--- config.mk ---
export PLATFORM = sky130hd
export DESIGN_NAME = mem_port_arbiter
export DESIGN_NICKNAME = d
export VERILOG_FILES = /design/src/rtl/mem_port_arbiter_pkg.sv /design/src/rtl/mem_port_arbiter_rr_arbiter2.sv /design/src/rtl/mem_port_arbiter.sv
export SDC_FILE = /design/constraint.sdc
export NUM_CORES = 1
export LEC_CHECK = 0
export CAP_MARGIN = 20
export CELL_PAD_IN_SITES_DETAIL_PLACEMENT = 0
export CELL_PAD_IN_SITES_GLOBAL_PLACEMENT = 1
export CORE_UTILIZATION = 28
export CTS_CLUSTER_SIZE = 40
export DETAILED_ROUTE_END_ITERATION = 10
export PLACE_DENSITY_LB_ADDON = 0.1
export SYNTH_ARGS = -nofsm -noshare
export SYNTH_HDL_FRONTEND = slang
export SYNTH_SLANG_ARGS = --single-unit
--- constraint.sdc ---
create_clock -name clk -period 1.6 [get_ports clk]
set_input_delay 0.32 -clock clk [delete_from_list [all_inputs] [get_ports clk]]
set_output_delay 0.32 -clock clk [all_outputs]
set_load 0.1 [all_outputs]
--- src/rtl/mem_port_arbiter_pkg.sv ---
// pkg_mem_arbiter: shared types and limits for the memory port arbiter and its clients.
package pkg_mem_arbiter;
    localparam int MAX_MEM_LATENCY = 7;
    typedef logic [31:0] addr_t;
    typedef logic [31:0] data_t;
    typedef enum logic [1:0] {IDLE, ISSUE, WAIT} state_t;
    typedef enum logic {OWNER_CORE, OWNER_DBG} owner_t;
endpackage

--- src/rtl/mem_port_arbiter_rr_arbiter2.sv ---
// rr_arbiter2: two-way round-robin grant; on a tie the requester that did not own last wins.
module rr_arbiter2
    import pkg_mem_arbiter::*;
(
    input  logic   core_valid,
    input  logic   dbg_valid,
    input  owner_t last_owner,
    output logic   core_gnt,
    output logic   dbg_gnt
);
    assign core_gnt = core_valid & (~dbg_valid | (last_owner == OWNER_DBG));
    assign dbg_gnt  = dbg_valid & ~core_gnt;
endmodule

--- src/rtl/mem_port_arbiter.sv ---
// mem_port_arbiter: sequences one shared memory port between the core and the debug master,
// issuing one registered access at a time and returning a registered response to its owner.
module mem_port_arbiter
    import pkg_mem_arbiter::*;
#(
    parameter int MEM_LATENCY = 1
) (
    input  logic   clk,
    input  logic   rst_n,
    input  logic   core_req_valid,
    output logic   core_req_ready,
    input  addr_t  core_req_addr,
    input  data_t  core_req_wdata,
    input  logic   core_req_we,
    input  logic [3:0] core_req_be,
    output logic   core_rsp_valid,
    output data_t  core_rsp_rdata,
    input  logic   dbg_req_valid,
    output logic   dbg_req_ready,
    input  addr_t  dbg_req_addr,
    input  data_t  dbg_req_wdata,
    input  logic   dbg_req_we,
    input  logic [3:0] dbg_req_be,
    output logic   dbg_rsp_valid,
    output data_t  dbg_rsp_rdata,
    output logic   mem_en,
    output logic   mem_we,
    output addr_t  mem_addr,
    output data_t  mem_wdata,
    output logic [3:0] mem_be,
    input  data_t  mem_rdata,
    output logic   busy,
    output owner_t owner
);
    localparam int CW = $clog2(MAX_MEM_LATENCY + 1);
    state_t state;
    owner_t last_owner;
    logic [CW-1:0] lat_cnt;
    logic is_wr;
    logic core_gnt, dbg_gnt;
    rr_arbiter2 u_rr (
        .core_valid(core_req_valid),
        .dbg_valid (dbg_req_valid),
        .last_owner(last_owner),
        .core_gnt  (core_gnt),
        .dbg_gnt   (dbg_gnt)
    );
    assign core_req_ready = (state == IDLE) & core_gnt;
    assign dbg_req_ready  = (state == IDLE) & dbg_gnt;
    assign busy           = state != IDLE;
    always_ff @(posedge clk or negedge rst_n) begin
        if (!rst_n) begin
            state          <= IDLE;
            lat_cnt        <= '0;
            owner          <= OWNER_DBG;
            last_owner     <= OWNER_DBG;
            is_wr          <= 1'b0;
            core_rsp_valid <= 1'b0;
            core_rsp_rdata <= '0;
            dbg_rsp_valid  <= 1'b0;
            dbg_rsp_rdata  <= '0;
            mem_en         <= 1'b0;
            mem_we         <= 1'b0;
            mem_addr       <= '0;
            mem_wdata      <= '0;
            mem_be         <= '0;
        end else begin
            core_rsp_valid <= 1'b0;
            dbg_rsp_valid  <= 1'b0;
            mem_en         <= 1'b0;
            mem_we         <= 1'b0;
            case (state)
                IDLE: if (core_req_ready | dbg_req_ready) begin
                    mem_en     <= 1'b1;
                    mem_we     <= core_req_ready ? core_req_we : dbg_req_we;
                    is_wr      <= core_req_ready ? core_req_we : dbg_req_we;
                    mem_addr   <= core_req_ready ? core_req_addr : dbg_req_addr;
                    mem_wdata  <= core_req_ready ? core_req_wdata : dbg_req_wdata;
                    mem_be     <= core_req_ready ? core_req_be : dbg_req_be;
                    owner      <= core_req_ready ? OWNER_CORE : OWNER_DBG;
                    last_owner <= core_req_ready ? OWNER_CORE : OWNER_DBG;
                    state      <= ISSUE;
                end
                ISSUE: begin
                    lat_cnt <= CW'(MEM_LATENCY - 1);
                    state   <= WAIT;
                end
                WAIT: if (lat_cnt == '0) begin
                    // writes still answer, but with zero data
                    core_rsp_valid <= owner == OWNER_CORE;
                    dbg_rsp_valid  <= owner == OWNER_DBG;
                    if (owner == OWNER_CORE) core_rsp_rdata <= is_wr ? '0 : mem_rdata;
                    else dbg_rsp_rdata <= is_wr ? '0 : mem_rdata;
                    state <= IDLE;
                end else begin
                    lat_cnt <= lat_cnt - 1'b1;
                end
                default: state <= IDLE;
            endcase
        end
    end
endmodule
==> results.yml, run 1 <==
floorplan:
  die_area_mm2: 0.02394
  io_pins: 314
  start_util: 0.2868
  die_y_um: 154.7
  dieWidth_um: 154.7
  core_area_mm2: 0.02278
  rows: 55
route:
  avgViaCountPerCell: 4.396
  dr.pass1.iters: 4
  detail-route-antenna-nets: 0
  drcViolationCount: 0
  initialDrtViolationCount: 129
  wl_um: 21730
  routedWlPerCell_um: 18.04
  num_vias: 5293
global_routing:
  grt_pass1_vias: 5721
  antenna_found_initial: 0
  grt_use_total: 0.1710
  grt_start_max_net_pins: 66
  grt_pass1_wl_um: 31200
  overflow: 0
setup_path:
  slowest_stage: "dfrtp_1"
  r2r_start: "state[0]"
  crit_buf_inv: 2
  crit_type: "reg2out"
  rr_worst_depth: 6
  start_kind: "flop"
  cp_slowest_stage_delay_ns: 0.41
  crit_family: "flip-flops"
  worstPathArrival_ns: 1.60
  end_kind: "output pin"
  startpoint: "state[0]"
  ff2ff_setup_slack_ns: -0.25
  crit_path_max_fanout: 2
  crit_chain: "nor3b_4, buf_6, a21boi_4, buf_12"
  worst_ep_required_time_ns: 1.28
  crit_cells: 4
  r2r_end: "mem_addr[20]"
  crit_end: "dbg_req_ready"
logic_synthesis:
  synth.area.mux_share: 0.2764
  post-synth-top-area-cell: "dfrtp_1"
  synth-edff-count: 0
  synth-seq-cells: 143
  ys.flop_type: "dfrtp_1"
  synth.most_common_cell: "dfrtp_1"
  yosys.area_share.adder: 0.003831
  async_flop_share: 1.000
  synth_top_area_frac: 0.5440
  yosysSeqAreaShare: 0.5480
  ys_warn_count: 0
  netlist_area_mm2: 0.006533
  synth_cells: 513
  synth.net_count: 689
  yosys.area_share.simple: 0.07240
  synth_compound_area_frac: 0.06014
  ys_top_cells_by_count: "dfrtp_1 (142), nand2_1 (99), mux2_4 (70)"
  synth_top_family_by_area: "multiplexers"
  synth.avg_cell_area_um2: 12.73
  synth_area_leaders: "dfrtp_1 (54%), mux2_4 (16%), mux2_2 (10%)"
  synth.distinct_cells: 30
  synth_xor_area_frac: 0
clocking:
  cts_buffer_depth: 2
  cts_num_sinks: 143
  clk_latency_ns: 0.42
  cts_buffers: 17
  root_buffer: "clkbuf_16"
  cts-htree-levels: 4
  clk_pin_slew_ns: 0.06
  cts_tree: "done"
timing:
  hold_viol_final: 0
  fin_skew_ns: 0.01195
  slew_viol_final: 0
  relSlewSlack: 0.7877
  fmax_mhz: 521.5
  setup_ws_ns: -0.3174
  finalCritPeriodShare: 1.198
  rsz0062_at_grt: "true"
  period_minus_slack_ns: 1.917
  tightest_slew_ns: 0.3185
  report.final.setup_viol: 72
placed_design:
  hpwl_um: 15570
  io_buffers: 313
  routabilityCongestion: 0.7753
  dpl_cell_area_mm2: 0.01177
final_layout:
  fill_cells: 1863
  nNetsFinal: 1052
  area_growth_pct: 96.03
  drive_gt1_frac: 0.4252
  final_cell_area_mm2: 0.01281
run:
  drv_cap: 0
min_path:
  holdCritPathClass: "in2async"
run_status:
  status: "finished with violations"
  violations: "setup timing"
==> metal layers <==
metal  GRT usage  vias to the layer above  part of all wire
li1            -                     2490                 -
met1      0.1917                     2592              0.39
met2      0.2971                      189              0.52
met3     0.06304                       22             0.073
met4     0.06082                        0             0.016
met5           0                        -                 0
==> repair_timing <==
| action | 4_1_cts | 5_1_grt |
|---|---|---|
| buffers inserted | 9 | 14 |
| gates cloned | 0 | 8 |
| gates resized for setup | 8 | 17 |
| endpoints found under the hold margin | 25 | 0 |
| pin swaps | 3 | 5 |
| hold buffers | 1 | 0 |
| setup endpoints to repair | 70 | 137 |
==> logic make-up (layout without fill, tap and decap cells) <==
family	after synthesis	in the layout
muxes	137	137
and+or+nand+nor	113	113
buffers and inverters	43	419
DFF	143	143
adders and majority gates	2	2
other	0	2
AOI/OAI and AO/OA	75	75
==> state kept, by name (all words and copies together) (netlist names) <==
register        flops
core_rsp_rdata     32
dbg_rsp_rdata      32
mem_addr           32
mem_wdata          32
mem_be              4
lat_cnt             3
state               2
core_rsp_valid      1
dbg_rsp_valid       1
is_wr               1
last_owner          1
mem_en              1
mem_we              1
==> stage by stage <==
stage / setup TNS (ns) / instances / setup slack [ns] / util / hold WS, ns
3_3_place_gp: -36.43 / 1143 / -0.5395 / 0.5166 / 0.2213
6_report: -15.56 / 1204 / -0.3174 / 0.5622 / 0.3479
5_1_grt: -19.99 / 1202 / -0.3846 / 0.5620 / 0.3641
4_1_cts: -23.63 / 1184 / -0.4268 / 0.5491 / 0.3472
3_5_place_dp: -34.68 / 1143 / -0.5462 / 0.5166 / 0.2242
2_1_floorplan: -7.027 / 513 / -0.1948 / - / 0.02441
==> how the worst min path moves through the flow <==
stage,end,depth (start not counted)
after floorplan,core_rsp_rdata[0],0
after global placement,dbg_rsp_rdata[4],1
after detailed placement,dbg_rsp_rdata[4],1
after CTS,dbg_rsp_rdata[4],2
after global routing,dbg_rsp_rdata[4],2
final,dbg_rsp_rdata[9],2
==> placed cells by master (no fill, tap or decap), types with 2 or more instances in the layout <==
cell type and n:
nor2_1 3, inv_1 6, nor3b_1 3, inv_6 5, dfrtp_1 142, clkinvlp_4 3
nand2_1 99, a21oi_1 3, o21ai_1 64, diode_2 2, clkdlybuf4s50_1 172, buf_12 155
mux2_1 8, bufinv_16 4, buf_4 33, mux2_4 70, or2_1 2, clkbuf_16 23
buf_6 9, o21ai_0 2, mux2_2 59
==> layout make-up <==
cell class                      instances  area [um2]  area share
Antenna cell                            2       5.005   0.0003908
Clock buffer                           18       439.2     0.03429
Clock inverter                         14       202.7     0.01583
Inverter                                9       41.29    0.003224
Multi-Input combinational cell        327        2766      0.2160
Sequential cell                       143        3583      0.2798
Tap cell                              313       391.6     0.03058
Timing Repair Buffer                  378        5376      0.4198
==> worst register-to-register path, stage by stage, from the launching register on <==
cell and delay, ns:
dfrtp_1 0.41, nor3b_4 0.25, buf_4 0.18, buf_12 0.15, buf_12 0.17, mux2_4 0.31, mux2_2 0.26
Power of run 1 is not shown: default switching activity piles up to over one toggle a cycle in this logic, so the estimate is an artifact.
==> run 2, diff against run 1 <==
SYNTH_HIERARCHICAL = 1   (was default)
==> results.yml, run 2 <==
logic_synthesis:
  synth_cells: 514
  synth_area_leaders: "dfrtp_1 (54%), mux2_4 (15%), mux2_2 (12%)"
  yosys.area_share.adder: 0.003796
  post-synth-top-area-cell: "dfrtp_1"
  synth.net_count: 690
  synth.distinct_cells: 25
  async_flop_share: 1.000
  yosys.area_share.simple: 0.06927
  synth.avg_cell_area_um2: 12.83
  synth_xor_area_frac: 0
  netlist_area_mm2: 0.006593
  ys_top_cells_by_count: "dfrtp_1 (142), nand2_1 (100), mux2_2 (69)"
  synth_compound_area_frac: 0.06301
  synth_top_area_frac: 0.5390
  synth.most_common_cell: "dfrtp_1"
  synth-edff-count: 0
  synth-seq-cells: 143
  ys.flop_type: "dfrtp_1"
  ys_warn_count: 6
  synth_top_family_by_area: "multiplexers"
  synth.area.mux_share: 0.2727
  yosysSeqAreaShare: 0.5430
final_layout:
  final_common_cell: "clkdlybuf4s50_1"
  drive_gt1_frac: 0.4310
  most-common-layout-cells: "clkdlybuf4s50_1 (172), buf_12 (148), dfrtp_1 (142)"
  diodes: 0
  final_cell_count_no_fill: 1204
  nNetsFinal: 1054
  area_growth_pct: 91.44
setup_path:
  r2r_start: "last_owner"
  crit_end: "dbg_req_ready"
  end_kind: "output pin"
  r2r_end: "mem_wdata[23]"
  worstPathArrival_ns: 1.72
  crit_path_max_fanout: 5
  crit_type: "reg2out"
  rr_worst_depth: 8
  worst_ep_required_time_ns: 1.28
  start_kind: "flop"
  startpoint: "last_owner"
  ff2ff_setup_slack_ns: -0.43
global_routing:
  grt_start_max_net_pins: 66
  overflow: 0
  antenna_found_initial: 0
  grt_use_total: 0.1730
  grt_pass1_wl_um: 31660
  grt_pass1_vias: 5643
run_status:
  status: "finished with violations"
  violations: "setup timing"
route:
  initialDrtViolationCount: 190
  drcViolationCount: 0
  num_vias: 5232
  wl_um: 21110
  routedWlPerCell_um: 17.54
  avgViaCountPerCell: 4.346
  dr.pass1.iters: 4
  detail-route-antenna-nets: 0
clocking:
  clk_pin_slew_ns: 0.07
  cts_tree: "done"
  cts_buffer_depth: 2
  cts_buffers: 17
  clk_latency_ns: 0.42
  cts_num_sinks: 143
  root_buffer: "clkbuf_16"
  cts-htree-levels: 4
floorplan:
  die_y_um: 155.4
  core_area_mm2: 0.02285
  start_util: 0.2886
  dieWidth_um: 155.4
  rows: 55
  io_pins: 314
  die_area_mm2: 0.02416
timing:
  tightest_slew_ns: 0.3485
  hold_viol_final: 0
  finalCritPeriodShare: 1.275
  relSlewSlack: 0.7677
  fmax_mhz: 490.1
  report.final.setup_viol: 72
  period_minus_slack_ns: 2.040
  setup_ws_ns: -0.4404
  slew_viol_final: 0
  rsz0062_at_grt: "true"
  tns_ns: -25.95
  fin_skew_ns: 0.01495
placed_design:
  routabilityCongestion: 0.7961
  hpwl_um: 15810
  io_buffers: 313
  place_inst: 1147
run:
  drv_cap: 0
min_path:
  holdCritPathClass: "in2async"
[run 2: area by class of cell]
cell class / instances / area, um2
Sequential cell: 143 / 3583
Inverter: 9 / 36.28
Clock buffer: 19 / 432.9
Multi-Input combinational cell: 328 / 2763
Fill cell: 1950 / 10230
Tap cell: 313 / 391.6
Timing Repair Buffer: 379 / 5276
Clock inverter: 13 / 137.6
[run 2: kinds of logic (layout without fill, tap and decap cells)]
family	after synthesis	in the layout
AO/OA/AOI/OAI	78	78
adder cells (fa/ha/maj)	2	2
buffers and inverters	43	420
flip-flops	143	143
multiplexers	137	137
AND/OR/NAND/NOR	111	111
[run 2: routing by layer]
layer,track usage,vias up,share of wire
met2,0.2898,202,0.50
met3,0.06797,18,0.087
met1,0.2020,2530,0.40
met4,0.05649,0,0.014
met5,0,-,0
li1,-,2482,-
[run 2: timing repair]
item | 4_1_cts | 5_1_grt
hold buffers | 1 | 0
setup endpoints to repair | 75 | 122
cloned | 1 | 4
hold endpoints to repair | 27 | 0
pin swaps | 3 | 3
gates resized for setup | 14 | 12
buffers inserted | 12 | 7
[run 2: stage by stage]
| step | hold slack (ns) | setup slack, ns | area, um2 | util |
|---|---|---|---|---|
| floorplan | 0.02441 | -0.3858 | 6655 | - |
| global placement | 0.2375 | -0.4987 | 11690 | 0.5116 |
| detailed placement | 0.2384 | -0.5104 | 11690 | 0.5116 |
| CTS | 0.3632 | -0.4720 | 12440 | 0.5446 |
| global route | 0.3818 | -0.5003 | 12620 | 0.5524 |
| finish | 0.3616 | -0.4404 | 12620 | 0.5524 |
[run 2: how the worst min path moves through the flow]
stage	from	endpoint	slack (ns)	cells after the start
global route	rst_n	dbg_rsp_rdata[5]	0.38	2
finish	rst_n	dbg_rsp_rdata[4]	0.36	2
CTS	rst_n	dbg_rsp_rdata[4]	0.36	2
floorplan	rst_n	core_rsp_rdata[0]	0.02	0
detailed placement	rst_n	core_rsp_rdata[4]	0.24	1
global placement	rst_n	dbg_rsp_rdata[4]	0.24	1
[run 2: critical path, cell delays in order (launching register included)]
cell	delay [ns]
dfstp_4	0.62
buf_4	0.15
a21boi_2	0.07
buf_4	0.15
and2_4	0.16
buf_12	0.16
Power of run 2 is left out for the same reason.
==> run 3, diff against run 2 <==
CTS_CLUSTER_SIZE = default   (was 40)
SETUP_SLACK_MARGIN = 0.15   (was default)
==> results.yml, run 3 (synthesis gave the netlist of run 2 again) <==
global_routing:
  overflow: 0
  grt_use_total: 0.1827
  grt_start_max_net_pins: 43
  antenna_found_initial: 1
  grt_pass1_wl_um: 33250
  grt_pass1_vias: 5841
clocking:
  cts-htree-levels: 4
  clk_latency_ns: 0.42
  cts_tree: "done"
  root_buffer: "clkbuf_16"
  cts_buffers: 17
  cts_num_sinks: 143
  cts_buffer_depth: 2
  clk_pin_slew_ns: 0.07
final_layout:
  area_growth_pct: 102.4
  drive_gt1_frac: 0.5324
  nNetsFinal: 1057
  final_common_cell: "clkdlybuf4s50_1"
  most-common-layout-cells: "clkdlybuf4s50_1 (172), buf_12 (155), dfrtp_1 (142)"
timing:
  finalCritPeriodShare: 1.293
  hold_viol_final: 0
  report.final.setup_viol: 140
  fmax_mhz: 483.4
  relSlewSlack: 0.7153
  period_minus_slack_ns: 2.069
  fin_skew_ns: 0.01182
  rsz0062_at_grt: "true"
  holdWs_ns: 0.3977
  slew_viol_final: 0
  tightest_slew_ns: 0.4271
  setup_ws_ns: -0.4687
setup_path:
  ff2ff_setup_slack_ns: -0.45
  worst_ep_required_time_ns: 1.28
  end_kind: "output pin"
  start_kind: "flop"
  crit_cells: 6
  worstPathArrival_ns: 1.75
  crit_path_max_fanout: 2
  worst_path_most_repeated_cell: "buf_12"
  crit_buf_inv: 4
  cp_slowest_stage_delay_ns: 0.63
  slowest_stage: "dfstp_4"
  crit_type: "reg2out"
  rr_worst_depth: 8
  crit_chain: "inv_4, a21boi_4, buf_12, buf_6, and2_4, buf_12"
  crit_family: "flip-flops"
route:
  dr.pass1.iters: 4
  wl_um: 22620
  drcViolationCount: 0
  initialDrtViolationCount: 135
  num_vias: 5383
  detail-route-antenna-nets: 0
  avgViaCountPerCell: 4.456
  routedWlPerCell_um: 18.73
placed_design:
  hpwl_um: 15760
  pre_cts_ws_ns: -0.5034
  routabilityCongestion: 0.7509
  io_buffers: 313
run_status:
  violations: "setup timing"
  status: "finished with violations"
floorplan:
  die_y_um: 155.4
  core_area_mm2: 0.02285
  rows: 55
  die_area_mm2: 0.02416
  start_util: 0.2886
  dieWidth_um: 155.4
  io_pins: 314
min_path:
  holdCritPathClass: "in2async"
run:
  drv_cap: 0
==> run 3: path summary, 6_finish.rpt <==
| kind | start | end |
|---|---|---|
| min | rst_n | dbg_rsp_rdata[2] |
| min reg2reg | lat_cnt[2] | lat_cnt[2] |
| max in group asynchronous | rst_n | core_rsp_rdata[13] |
| min in group clk | mem_rdata[18] | dbg_rsp_rdata[18] |
| max | last_owner | core_req_ready |
| max reg2reg | last_owner | mem_addr[17] |
==> run 3: layer usage <==
metal | track usage | share of wire | vias to the layer above
met4 | 0.06256 | 0.024 | 0
li1 | - | - | 2504
met2 | 0.2975 | 0.50 | 234
met5 | 0 | 0 | -
met1 | 0.2152 | 0.39 | 2614
met3 | 0.07799 | 0.094 | 31
==> run 3: area by class of cell <==
class,instances,area (um2)
diodes,1,2.502
clock inverters,13,152.6
well taps,313,391.6
fillers,1817,9502
clock buffers,19,452.9
inverters,9,45.04
repair buffers,382,5593
flip-flops and latches,143,3583
multi-input cells,328,3124
==> run 3: through the flow <==
step	cell area, um2	setup TNS, ns	util	std cells
floorplan	6738	-26.86	-	514
global placement	11680	-33.94	0.5113	1139
detailed placement	11680	-34.38	0.5113	1139
CTS	12770	-41.71	0.5591	1194
global route	13350	-48.59	0.5841	1208
finish	13350	-41.48	0.5841	1208
==> run 3: timing repair <==
item / in CTS / in global routing
setup buffers: 15 / 5
cloned: 7 / 8
hold endpoints to repair: 37 / 0
pin swaps: 8 / 59
hold buffers: 1 / 0
resized for setup: 45 / 97
setup endpoints to repair: 139 / 144
Power of run 3 is left out for the same reason.
